<file path="config.mk">
export PLATFORM = sky130hd
export DESIGN_NAME = zigbee_mux_bank
export DESIGN_NICKNAME = d
export VERILOG_FILES = /design/src/rtl/zigbee_mux_bank.sv
export SDC_FILE = /design/constraint.sdc
export NUM_CORES = 1
export LEC_CHECK = 0
export ABC_CLOCK_PERIOD_IN_PS = 840
export CAP_MARGIN = 20
export CORE_MARGIN = 2
export CORE_UTILIZATION = 21
export CTS_CLUSTER_DIAMETER = 60
export DETAILED_ROUTE_END_ITERATION = 10
export GPL_TIMING_DRIVEN = 0
export PLACE_DENSITY = 0.8
export SETUP_SLACK_MARGIN = 0.3
export SLEW_MARGIN = 20
export SYNTH_ARGS = -nofsm -noshare
export SYNTH_HDL_FRONTEND = slang
export SYNTH_SLANG_ARGS = --single-unit
</file>
<file path="constraint.sdc">
create_clock -name clk -period 0.84 [get_ports clk]
set_input_delay 0.084 -clock clk [delete_from_list [all_inputs] [get_ports clk]]
set_output_delay 0.084 -clock clk [all_outputs]
set_load 0.005 [all_outputs]
</file>
<file path="src/rtl/zigbee_mux_bank.sv">
// -----------------------------------------------------------------------------
// zigbee_mux_bank
//
// Purpose:
//   Three independent selectors for the ZigBee datapath. Each one has a
//   combinational result for zero-latency consumers and a registered copy
//   for timing-closed consumers:
//     - 2:1 mux of single bits
//     - 4:1 mux of 4-bit nibbles
//     - 8:1 mux of single bits
//   The selectors share the clock and the reset and nothing else.
//
// Ports:
//   clk           in   1   rising-edge clock for the registered outputs
//   rst           in   1   synchronous active-high reset, clears all *_q
//   inData211     in   2   2:1 data, bit i chosen by inSel211 = i
//   inSel211      in   1   2:1 select
//   outData211    out  1   combinational 2:1 result
//   outData211_q  out  1   registered 2:1 result
//   inData414     in  16   four nibbles, nibble i = inData414[4i+3:4i]
//   inSel414      in   2   4:1 nibble select
//   outData414    out  4   combinational nibble result
//   outData414_q  out  4   registered nibble result
//   inData811     in   8   8:1 data, bit i chosen by inSel811 = i
//   inSel811      in   3   8:1 select
//   outData811    out  1   combinational 8:1 result
//   outData811_q  out  1   registered 8:1 result
// -----------------------------------------------------------------------------
module zigbee_mux_bank (
    input  logic        clk,
    input  logic        rst,

    input  logic [1:0]  inData211,
    input  logic        inSel211,
    output logic        outData211,
    output logic        outData211_q,

    input  logic [15:0] inData414,
    input  logic [1:0]  inSel414,
    output logic [3:0]  outData414,
    output logic [3:0]  outData414_q,

    input  logic [7:0]  inData811,
    input  logic [2:0]  inSel811,
    output logic        outData811,
    output logic        outData811_q
);

    // -------------------------------------------------------------------------
    // Next-state values; these are also the combinational outputs.
    // -------------------------------------------------------------------------
    logic       out211_d;
    logic [3:0] out414_d;
    logic       out811_d;

    logic       out211_q;
    logic [3:0] out414_q;
    logic       out811_q;

    // Split the 16-bit bus into an array of nibbles so the 4:1 select reads
    // as a plain index into named lanes.
    logic [3:0] nibble [4];

    for (genvar gi = 0; gi < 4; gi++) begin : g_nibble
        assign nibble[gi] = inData414[4*gi +: 4];
    end

    // -------------------------------------------------------------------------
    // 2:1 selector. The default arm makes an unknown select resolve to 0
    // instead of propagating X into the datapath.
    // -------------------------------------------------------------------------
    always_comb begin
        out211_d = 1'b0;
        case (inSel211)
            1'b0:    out211_d = inData211[0];
            1'b1:    out211_d = inData211[1];
            default: out211_d = 1'b0;
        endcase
    end

    // -------------------------------------------------------------------------
    // 4:1 nibble selector.
    // -------------------------------------------------------------------------
    always_comb begin
        out414_d = 4'h0;
        case (inSel414)
            2'd0:    out414_d = nibble[0];
            2'd1:    out414_d = nibble[1];
            2'd2:    out414_d = nibble[2];
            2'd3:    out414_d = nibble[3];
            default: out414_d = 4'h0;
        endcase
    end

    // -------------------------------------------------------------------------
    // 8:1 selector; bit index equals the unsigned select value.
    // -------------------------------------------------------------------------
    always_comb begin
        out811_d = 1'b0;
        case (inSel811)
            3'd0:    out811_d = inData811[0];
            3'd1:    out811_d = inData811[1];
            3'd2:    out811_d = inData811[2];
            3'd3:    out811_d = inData811[3];
            3'd4:    out811_d = inData811[4];
            3'd5:    out811_d = inData811[5];
            3'd6:    out811_d = inData811[6];
            3'd7:    out811_d = inData811[7];
            default: out811_d = 1'b0;
        endcase
    end

    // -------------------------------------------------------------------------
    // Registered copies. Reset has priority over capture.
    // -------------------------------------------------------------------------
    always_ff @(posedge clk) begin
        if (rst) begin
            out211_q <= 1'b0;
            out414_q <= 4'h0;
            out811_q <= 1'b0;
        end else begin
            out211_q <= out211_d;
            out414_q <= out414_d;
            out811_q <= out811_d;
        end
    end

    assign outData211   = out211_d;
    assign outData414   = out414_d;
    assign outData811   = out811_d;

    assign outData211_q = out211_q;
    assign outData414_q = out414_q;
    assign outData811_q = out811_q;

endmodule

</file>
==> metrics <==
core area 0.00151 mm2; vias per cell 4.29; status complete, but fails checks; Synth cell types 9; via count 386; Tcrit/Tclk final 122%; crit start category input pin; share of layout cells above drive strength 1 between 70 and 80%; Seq/Total Area, Yosys about a third; row cnt 14; leakage power 0.373 nW; antenna violations before repair 0; area post-placement 805 um2; DR pass1 iterations 3; Slew headroom about four fifths; Final Max Slew Viols 0; CP Capture Type output pin; measured slew at the worst slew-check pin ~270 ps; unrepaired setup endpoints after global routing yes; Gate power share about 36%; clock root buffer clkbuf_4; first-pass GRT wire length 1640 um; CTS tree yes; Worst Setup Path Type in2out; Peak VDD IR between 0.4 and 0.5 mV; final instance area slightly above 700 um2; Required @ worst endpoint 760 ps; Final Wtd Congestion around 0.63; CTS sink count 6; clock-pin slew on the worst setup and hold paths ~40 ps; Ports 46; # diodes 0; Mapped Area 340 um2; Worst Hold Launch inData211[1]; Synth area leader dfxtp_1; Pint around 700 uW; Overall Power 887 uW; maximum fanout along the worst path 4; Nets 110; Warnings, synthesis 0; Final min period 1030 ps; Hold WC Path Type in2reg; top cells by area, synth dfxtp_1 35%, mux4_2 26%, mux2i_1 12%, nor2b_1 9.2%, mux4_1 7.7%; Die H approximately 44 um; clock network fraction of total power around 28%; total global-route track usage 11.4%; worst slack, placed -992 ps; initial core utilization 22.6%; die width between 40 and 50 um; Fmax between 900 and 1000 MHz; Hold Vio Cnt, Final 0; Pwr Density 1220 mW/mm2; Final ANT Viol Nets 0; Sw Ratio between 20 and 25%; vias in the first global route about 420; syn nets slightly below 60; Area Overhead vs Synth 114%; WL/cell 11.0 um; switching power 191 uW; CTS HTree Levels 1; Die ar. 0.00196 mm2; cells after synthesis 24; setup violators final 6; number of buffers created by CTS 3; worst endpoint data arrival time 940 ps; failing checks setup timing; DRC viols 0; grt total ovfl 0; initial DRC count 1; DRT Wirelength roughly 1000 um; number of max-cap violations 0; CP startpoint inSel811[0]; IO Port Bufs between 40 and 50; #FFs+latches synth 6; setup slack after layout -185 ps; CTS max path bufs 2; largest net degree at the start of global routing 7; Reg power frac between 30% and 40%; area share of the largest cell type after synthesis approximately a third; Syn Area/Cell approximately 14 um2
[critical path, cell delays in order]
cell	delay (ps)
buf_8	110
mux2i_1	110
mux4_2	490
inv_2	70
buf_6	90
[power by group through the flow]
stage / clock network, mW / registers (mW) / logic (mW)
floorplan: 0 / 0.323 / 0.102
global placement: 0 / 0.319 / 0.369
detailed placement: 0 / 0.319 / 0.374
CTS: 0.264 / 0.313 / 0.301
global route: 0.294 / 0.317 / 0.349
finish: 0.250 / 0.315 / 0.322
[flip-flops by register name (all words and copies together) (netlist names)]
name and flops:
outData211_q 1, outData414_q 4, outData811_q 1
[path summary, 6_finish.rpt]
kind | to | slack (ps) | cells after the start
setup / recovery | outData811 | -190 | 5
hold / removal | outData211_q | 220 | 3
[metrics by stage]
step	setup TNS [ps]	instances	hold WS [ps]	utilization, %
floorplan	-170	24	151	-
global placement	-8830	84	685	53.4
detailed placement	-9040	84	691	53.4
CTS	-484	89	214	46.7
global route	-654	90	226	48.3
finish	-538	90	216	48.3
[area by class of cell]
type                    count  area (um2)
flip-flops and latches      6         121
plain buffers               1        15.0
clock buffers               3        22.5
multi-input cells          16         213
fillers                   149         779
well taps                  16        20.0
inverters                   1        3.75
repair buffers             47         332
[layout by cell type (no fill, tap or decap)]
master,netlist,routed
nor2b_4,0,1
buf_4,0,2
buf_12,0,1
inv_2,0,1
clkdlybuf4s15_2,0,1
buf_6,1,6
mux4_2,4,5
clkbuf_4,0,3
buf_2,0,28
clkbuf_2,0,2
dfxtp_2,0,1
buf_8,0,1
dlygate4sd2_1,0,2
clkdlybuf4s15_1,0,5
nor2b_1,5,4
dfxtp_1,6,5
mux2i_1,4,4
nor2_2,1,1
mux2_4,0,1
[layer usage]
layer | up-vias | part of all wire [%] | track usage (%)
li1 | 191 | - | -
met1 | 172 | 31 | 11.9
met2 | 23 | 60 | 21.2
met3 | 0 | 9.3 | 1.63
met4 | 0 | 0 | 7.27
met5 | - | 0 | 0
[synthesized netlist by cell type]
| library cell | n |
|---|---|
| nor2b_1 | 5 |
| nor2_2 | 1 |
| dfxtp_1 | 6 |
| inv_1 | 1 |
| mux4_2 | 4 |
| buf_6 | 1 |
| mux2i_1 | 4 |
| mux2_2 | 1 |
| mux4_1 | 1 |
[cell families (layout without fill, tap and decap cells)]
kind of cell,Yosys count,after routing,share of synthesized area [%]
DFF,6,6,35.3
buffers and inverters,2,52,4.41
and+or+nand+nor,6,6,11.0
muxes,10,10,49.3
[repair_timing]
| action | in CTS | in global routing |
|---|---|---|
| hold buffers | 0 | 0 |
| resized for setup | 143 | 7 |
| setup endpoints to repair | 18 | 17 |
| buffers inserted | 2 | 1 |
(Power assumes the default switching activity.)
